--- config.mk ---
export PLATFORM = sky130hd
export DESIGN_NAME = dmem_arbiter
export DESIGN_NICKNAME = d
export VERILOG_FILES = /design/src/rtl/dmem_arbiter_pkg.sv /design/src/rtl/dmem_starve_counter.sv /design/src/rtl/dmem_arbiter.sv
export SDC_FILE = /design/constraint.sdc
export NUM_CORES = 1
export LEC_CHECK = 0
export CORE_AREA = 2 2 121 123
export DETAILED_ROUTE_END_ITERATION = 16
export DIE_AREA = 0 0 123 125
export GPL_TIMING_DRIVEN = 0
export PLACE_DENSITY = 0.67
export SYNTH_ARGS = -nofsm -noshare
export SYNTH_HDL_FRONTEND = slang
export SYNTH_SLANG_ARGS = --single-unit
--- constraint.sdc ---
create_clock -name clk_i -period 4.3 [get_ports clk_i]
set_input_delay 0.645 -clock clk_i [delete_from_list [all_inputs] [get_ports clk_i]]
set_output_delay 0.645 -clock clk_i [all_outputs]
set_load 0.01 [all_outputs]
--- src/rtl/dmem_arbiter_pkg.sv ---
// Shared types and constants for the data-memory arbiter.
package dmem_arbiter_pkg;

    // Debug-side access state
    typedef enum logic [1:0] {
        StIdle  = 2'd0,
        StWait  = 2'd1,
        StRdata = 2'd2
    } dbg_state_e;

    // Full-word size/sign mask used by the debug loader by default
    localparam logic [3:0] DMEM_MASK_WORD = 4'b1111;

endpackage

--- src/rtl/dmem_starve_counter.sv ---
// Counts consecutive cycles a granted-eligible debug request is blocked by the CPU.
module dmem_starve_counter #(
    parameter int unsigned STARVE_LIMIT = 64,
    parameter int unsigned CNT_W        = 8
) (
    input  logic clk_i,
    input  logic rst_ni,
    input  logic wait_i,     // debug blocked this cycle; low clears the count
    output logic starved_o
);

    localparam logic [CNT_W-1:0] CntMax = {CNT_W{1'b1}};
    localparam logic [CNT_W-1:0] Limit  = CNT_W'(STARVE_LIMIT);

    logic [CNT_W-1:0] cnt_d, cnt_q;
    logic             starved_q;

    // Saturating increment while blocked, clear otherwise
    always_comb begin
        cnt_d = '0;
        if (wait_i) begin
            cnt_d = (cnt_q == CntMax) ? cnt_q : cnt_q + 1'b1;
        end
    end

    // Flag follows the new count so it drops the cycle after a grant
    always_ff @(posedge clk_i or negedge rst_ni) begin
        if (!rst_ni) begin
            cnt_q     <= '0;
            starved_q <= 1'b0;
        end else begin
            cnt_q     <= cnt_d;
            starved_q <= (cnt_d >= Limit);
        end
    end

    assign starved_o = starved_q;

endmodule

--- src/rtl/dmem_arbiter.sv ---
// Shares the data-memory port between the CPU (absolute priority) and a debug master.
module dmem_arbiter
    import dmem_arbiter_pkg::*;
#(
    parameter int unsigned STARVE_LIMIT = 64,
    parameter int unsigned CNT_W        = 8
) (
    input  logic        clk_i,
    input  logic        rst_ni,
    input  logic [31:0] cpu_addr_i,
    input  logic [31:0] cpu_wdata_i,
    input  logic        cpu_memwrite_i,
    input  logic        cpu_memread_i,
    input  logic [3:0]  cpu_sign_mask_i,
    output logic [31:0] cpu_rdata_o,
    input  logic        dbg_req_i,
    input  logic        dbg_we_i,
    input  logic [31:0] dbg_addr_i,
    input  logic [31:0] dbg_wdata_i,
    input  logic [3:0]  dbg_sign_mask_i,
    output logic        dbg_gnt_o,
    output logic        dbg_rvalid_o,
    output logic [31:0] dbg_rdata_o,
    output logic        dbg_starved_o,
    output logic [31:0] mem_addr_o,
    output logic [31:0] mem_wdata_o,
    output logic        mem_memwrite_o,
    output logic        mem_memread_o,
    output logic [3:0]  mem_sign_mask_o,
    input  logic [31:0] mem_rdata_i
);

    dbg_state_e  state_q;
    logic        dbg_rvalid_q;
    logic [31:0] dbg_rdata_q;
    logic        cpu_busy;
    logic        dbg_issue;
    logic        wait_busy;

    assign cpu_busy  = cpu_memread_i | cpu_memwrite_i;
    assign dbg_issue = dbg_req_i & ~cpu_busy & ((state_q == StIdle) | (state_q == StWait));
    assign wait_busy = (state_q == StWait) & dbg_req_i & cpu_busy;

    assign dbg_gnt_o    = dbg_issue;
    assign dbg_rvalid_o = dbg_rvalid_q;
    assign dbg_rdata_o  = dbg_rdata_q;
    // CPU samples this only in the cycle after its own load
    assign cpu_rdata_o  = mem_rdata_i;

    // Issue mux: CPU first, then an eligible debug access, else idle bus
    always_comb begin
        mem_addr_o      = '0;
        mem_wdata_o     = '0;
        mem_memwrite_o  = 1'b0;
        mem_memread_o   = 1'b0;
        mem_sign_mask_o = '0;
        if (cpu_busy) begin
            mem_addr_o      = cpu_addr_i;
            mem_wdata_o     = cpu_wdata_i;
            mem_memwrite_o  = cpu_memwrite_i;
            mem_memread_o   = cpu_memread_i;
            mem_sign_mask_o = cpu_sign_mask_i;
        end else if (dbg_issue) begin
            mem_addr_o      = dbg_addr_i;
            mem_wdata_o     = dbg_wdata_i;
            mem_memwrite_o  = dbg_we_i;
            mem_memread_o   = ~dbg_we_i;
            mem_sign_mask_o = dbg_sign_mask_i;
        end
    end

    // Debug FSM with registered read-return outputs
    always_ff @(posedge clk_i or negedge rst_ni) begin
        if (!rst_ni) begin
            state_q      <= StIdle;
            dbg_rvalid_q <= 1'b0;
            dbg_rdata_q  <= '0;
        end else begin
            dbg_rvalid_q <= 1'b0;
            case (state_q)
                StIdle: begin
                    if (dbg_req_i) begin
                        if (cpu_busy) begin
                            state_q <= StWait;
                        end else if (!dbg_we_i) begin
                            state_q <= StRdata;
                        end
                    end
                end
                StWait: begin
                    if (!dbg_req_i) begin
                        state_q <= StIdle;
                    end else if (!cpu_busy) begin
                        state_q <= dbg_we_i ? StIdle : StRdata;
                    end
                end
                StRdata: begin
                    // Memory returns data the cycle after the read was issued
                    dbg_rdata_q  <= mem_rdata_i;
                    dbg_rvalid_q <= 1'b1;
                    state_q      <= StIdle;
                end
                default: begin
                    state_q <= StIdle;
                end
            endcase
        end
    end

    dmem_starve_counter #(
        .STARVE_LIMIT(STARVE_LIMIT),
        .CNT_W       (CNT_W)
    ) u_starve (
        .clk_i    (clk_i),
        .rst_ni   (rst_ni),
        .wait_i   (wait_busy),
        .starved_o(dbg_starved_o)
    );

endmodule
# Word level (Yosys, flattened, before mapping)
# Index checks and enable logic that the tools add are counted.
# W data, S select, Z words.
[classes] n_lt_le_gt_ge=1 addsub=1 bitwise=8 n_reduce_logical=2 eq_ne=6 n_mux=20
[op_table] operator="$mux W32" count=4
[op_table] operator="$mux W8" count=2
[op_table] operator="$mux W2" count=6
[op_table] operator="$add A8 B1 Y8 const B" count=1
[op_table] operator="$eq A8 B8 Y1 const B" count=1
[op_table] operator="$ge A8 B7 Y1 const B" count=1
[op_table] operator="$mux W4" count=2
[op_table] operator="$ne A3 B3 Y1 const B" count=2
[op_table] operator="$mux W1" count=5
[op_table] operator="$and A1 B1 Y1" count=4
[op_table] operator="$pmux W2 S2" count=1
[op_table] operator="$reduce_and A3 Y1" count=1
[op_table] operator="$eq A2 B1 Y1 const B" count=1
[op_table] operator="$eq A2 B2 Y1 const B" count=1
[op_table] operator="$logic_not A2 Y1" count=1
[op_table] operator="$ne A2 B2 Y1 const B" count=1
[op_table] operator="$not A1 Y1" count=2
[op_table] operator="$or A1 B1 Y1" count=2
[word_totals] output_inout_bits=137 reg_bits=44 inputBits=174 word_cells=43

# Depth between registers and ports, before layout
[logic_depth] word_depth=6 mapped_depth=5 ltp_nobuf=4

# Modules after synthesis
# From an unflattened synthesis, not the netlist that was laid out.
[unflattened] hier_cells=241 hier_area_um2=2756.4
[by_module_without_submodules] module="dmem_arbiter" area_each_um2=2303.5 seq_area_each_um2=875.8 n_inst=1 cells_each=197
[by_module_without_submodules] module="dmem_starve_counter" area_each_um2=452.9 seq_area_each_um2=225.2 n_inst=1 cells_each=44

# Worst setup path after synthesis
# Ideal clock, no wire load.
[synth_path] path_type="in2out" startpoint="in cpu_memwrite_i" endpoint="out mem_addr_o[0]" path_buffers=2 path_stages=5 t_required_ns=3.655 slack_ns=2.136 arrival_ns=1.519 path_cell_list="or2_1 > buf_4 > nor2_4 > buf_2 > a22o_1"
[synth_via] elab_chain_cells=6
[synth_lines] item="start, declared" line_no="dmem_arbiter.sv:12" source="input logic cpu_memwrite_i,"
[synth_lines] item="$or A1 B1 Y1 (*)" line_no="dmem_arbiter.sv:40" source="assign cpu_busy = cpu_memread_i | cpu_memwrite_i;"
[synth_lines] item="$not A1 Y1" line_no="dmem_arbiter.sv:41" source="assign dbg_issue = dbg_req_i & ~cpu_busy & ((state_q == StIdle) | (state_q == StWait));"
[synth_lines] item="$and A1 B1 Y1 (2 in series)" line_no="dmem_arbiter.sv:41"
[synth_lines] item="$mux W32" line_no="dmem_arbiter.sv:63" source="end else if (dbg_issue) begin"
[synth_lines] item="$mux W32 (*)" line_no="dmem_arbiter.sv:57" source="if (cpu_busy) begin"
[synth_lines] item="end, declared" line_no="dmem_arbiter.sv:25" source="output logic [31:0] mem_addr_o,"
# Every way passes the cells marked *; elsewhere a longest branch is shown, timed or not.

# Worst setup path in the final report
[layout_path] startpoint="in cpu_memread_i" endpoint="out mem_wdata_o[7]"
[layout_via] elab_chain_cells=6
[layout_lines] item="start, declared" line_no="dmem_arbiter.sv:13" source="input logic cpu_memread_i,"
[layout_lines] item="$or A1 B1 Y1 (*)" line_no="dmem_arbiter.sv:40"
[layout_lines] item="$not A1 Y1" line_no="dmem_arbiter.sv:41"
[layout_lines] item="$and A1 B1 Y1 (2 in series)" line_no="dmem_arbiter.sv:41"
[layout_lines] item="$mux W32" line_no="dmem_arbiter.sv:63"
[layout_lines] item="$mux W32 (*)" line_no="dmem_arbiter.sv:57"
[layout_lines] item="end, declared" line_no="dmem_arbiter.sv:26" source="output logic [31:0] mem_wdata_o,"
# Marks and branches as above.

==> summary.md <==
| Metric | Value |
|---|---|
| Rel. slew slack | `67.4%` |
| Count of buffering cells on the critical path with inverters included | `4` |
| HPWL after detailed placement | `11.2 mm` |
| Share of post-route cells with drive strength above 1 | `16.6%` |
| Routability congestion estimate | `0.943` |
| Core area | `0.0142 mm2` |
| Global-route usage over all layers | `15.7%` |
| Fmax achieved | `291 MHz` |
| Unique masters post-synth | `32` |
| Path type of the worst setup path | `in -> out` |
| Timing startpoint of the critical path | `cpu_memread_i` |
| Top-level I/O count | `311` |
| Final Net Count | `739` |
| Maximum resistive drop on vdd | `175 uV` |
| Run status | `complete, no violations` |
| Resized cells post-CTS | `0` |
| PwrDens | `271 mW/mm2` |
| Final worst-path cycle share | `80.0%` |
| Mean area per synthesized cell | `11.1 um2` |
| Data required time at the worst endpoint | `3650 ps` |
| DRC viols | `0` |
| Cell type of the slowest stage on the worst timing path | `clkdlybuf4s50_1` |
| Commonest non-fill, non-tap cells in the layout | `clkdlybuf4s50_1, a22o_1, dfrtp_1` |
| Instance count after placement with tap cells included | `741` |
| Antenna diodes | `0` |
| Global routing usage on met2 | `28.7%` |
| Number of inserted filler cells in the final layout | `1359` |
| Clock buffers created by TritonCTS | `5` |
| Worst reg2reg endpoint | `u_starve.cnt_q[7]$_DFF_PN0_` |
| Worst-skew pair later-pin latency | `280 ps` |
| Cell repeated most along the worst path | `clkdlybuf4s50_1` |
| Via count of the first global-routing pass | `3390` |
| Gr busiest metal | `met2` |
| Hold Violations, Final | `0` |
| Detailed-route vias per instance | `4.38` |
| Worst-Margin Slew | `489 ps` |
| Count of vias placed by the detailed router | `3281` |
| Worst EP arrival | `2790 ps` |
| Leakage component of the power | `0.00252 uW` |
| Warnings from Yosys | `0` |
| CP max stage delay | `550 ps` |
| Sort of element at the start of the critical path | `input pin` |
| DIE AREA | `0.0154 mm2` |
| Worst path cell trace | `clkdlybuf4s50_1 > or2_1 > buf_4 > nor2_4 > buf_2 > a22o_1 > clkdlybuf4s50_1` |
| Cell Count, Final, Fillers Out | `749` |
| Routed wire length | `12.6 mm` |
| Final setup skew | `4.76 ps` |
| End-of-flow core utilization | `43.9%` |
| RSZ-0062 raised after global routing | `no` |
| Ys async rst share | `100%` |
| Multi-input combinational cell area | `0.00125 mm2` |
| Starting Density | `19.2%` |
| Largest fanout on the critical path | `10` |
| Hold Slack | `252 ps` |
| Pin count of the biggest net entering global routing | `33` |
| Number of optimization iterations in the first detailed-route pass | `4` |
| Critical path depth | `7` |
| Grt total ovfl | `0` |
| Critical path destination | `mem_wdata_o[7]` |
| Clock tree from TritonCTS | `done` |
| Dominant delay contributor by cell family on the critical path | `buffers and inverters` |
| Final total negative setup slack | `0 ps` |
| CTS Root Cell | `clkbuf_16` |
| GR Util met3 | `6.34%` |
| Number of instances in the synthesized netlist | `246` |
| Worst reg2reg path startpoint | `u_starve.cnt_q[0]$_DFF_PN0_` |
| Number of clock sinks seen by CTS | `44` |
| Sequential standard cell area | `0.00110 mm2` |
| HP Class | `in -> async` |
| Sequential area share after synthesis | `40.4%` |
| Setup slack, reg-to-reg | `2810 ps` |
| Initial antenna violation count | `0` |
| Post-CTS Repair Setup Buffers | `0` |
| Total nets after synthesis | `421` |
| Synth-to-Final Area Change | `129%` |
| Reg2reg path depth | `5` |
| Wire length of the first global-routing pass | `18.5 mm` |
| CTS H-Tree Depth | `2` |
| Max-slew violations | `0` |
| Post-synth EDFFs | `0` |
| Leading cell type in the layout, fill and taps excluded | `clkdlybuf4s50_1` |
| Predominant post-synthesis flop cell | `dfrtp_1` |
| Remaining number of nets flagged by the antenna check after routing | `0` |
| Cell area after technology mapping | `0.00273 mm2` |
| Total of hold buffers inserted after clock tree synthesis | `0` |
| Clock Path Buffers | `2` |
| Shortest period the worst path allows | `3440 ps` |
| Buffers on Ports | `310` |
| Critical Path Sink Type | `output port` |
| Number of flip-flops and latches in the synthesized netlist | `44` |
| Number of rows created at floorplan | `44` |
| Die width | `123 um` |
| # setup viols final | `0` |
| M1 GR Usage | `15.7%` |
| Die height | `125 um` |
| Clock slew at the register clock pins of the worst setup and hold paths | `60 ps` |
| Routed len/inst | `16.9 um` |
| Drt first-iter violations | `101` |
| Max Cap Viol | `0` |
## where the power goes
group / total [uW] / switching (uW) / internal (uW)
clock: 420 / 147 / 273
sequential: 530 / 37.5 / 493
combinational: 742 / 246 / 495
total: 1690 / 431 / 1260
## worst reg2reg max path: stages (launching register included)
cell and delay (ps):
dfrtp_1 420, ha_1 270, and4_1 160, buf_2 160, nor4_1 280, nor3b_1 90
## routing by layer
layer,up-vias,wire length (um)
met5,-,0
met1,1511,4230
li1,1542,-
met2,208,6370
met3,20,1640
met4,0,384
## cells by family after synthesis
kind of cell    share of synthesized area, %
simple gates                            7.07
fa+ha+maj                              0.459
flops                                   40.4
buf+inv                                 13.6
compound gates                          25.3
mux                                     13.2
## area by class of cell
| type | instances | area share (%) |
|---|---|---|
| clock buffer | 6 | 2.07 |
| timing repair buffer | 311 | 50.0 |
| sequential | 44 | 17.7 |
| tap | 184 | 3.69 |
| buffer | 53 | 5.82 |
| clock inverter | 2 | 0.562 |
| inverter | 2 | 0.120 |
| multi-input combinational | 147 | 20.1 |
## Yosys cell counts (all sizes together), types with 3 or more instances
cell type  count  area (um2)
nor3           7        40.0
nor2           5        26.3
buf           48         344
a211oi         3        27.5
a22o          68         596
dfrtp         44        1100
clkbuf         5        18.8
mux2          32         360
nand2          3        11.3
nand3          4        20.0
a21oi          5        25.0
o21ai          3        15.0
## registers in the layout, summed over array words and instances (netlist names)
name                count
dbg_rvalid_o            1
u_starve.starved_o      1
state_q                 2
dbg_rdata_o            32
u_starve.cnt_q          8
## per-stage QoR
step           setup slack, ps  total power (uW)  instance area, um2
2_1_floorplan             2140               780                2730
3_3_place_gp               813              1280                6060
3_5_place_dp               823              1290                6070
4_1_cts                    820              1720                6240
5_1_grt                    712              1790                6240
6_report                   861              1690                6240
## how the worst min path moves through the flow
stage                                        endpoint  slack [ps]  depth (start not counted)
after CTS                 dbg_rdata_o[24]$_DFFE_PN0P_         260                          1
after global placement     dbg_rdata_o[3]$_DFFE_PN0P_         490                          1
after global routing      dbg_rdata_o[27]$_DFFE_PN0P_         280                          1
final                     dbg_rdata_o[24]$_DFFE_PN0P_         250                          1
after floorplan            dbg_rdata_o[0]$_DFFE_PN0P_         350                          0
after detailed placement   dbg_rdata_o[0]$_DFFE_PN0P_         500                          1
No activity file was read; power rests on OpenSTA's default activity.
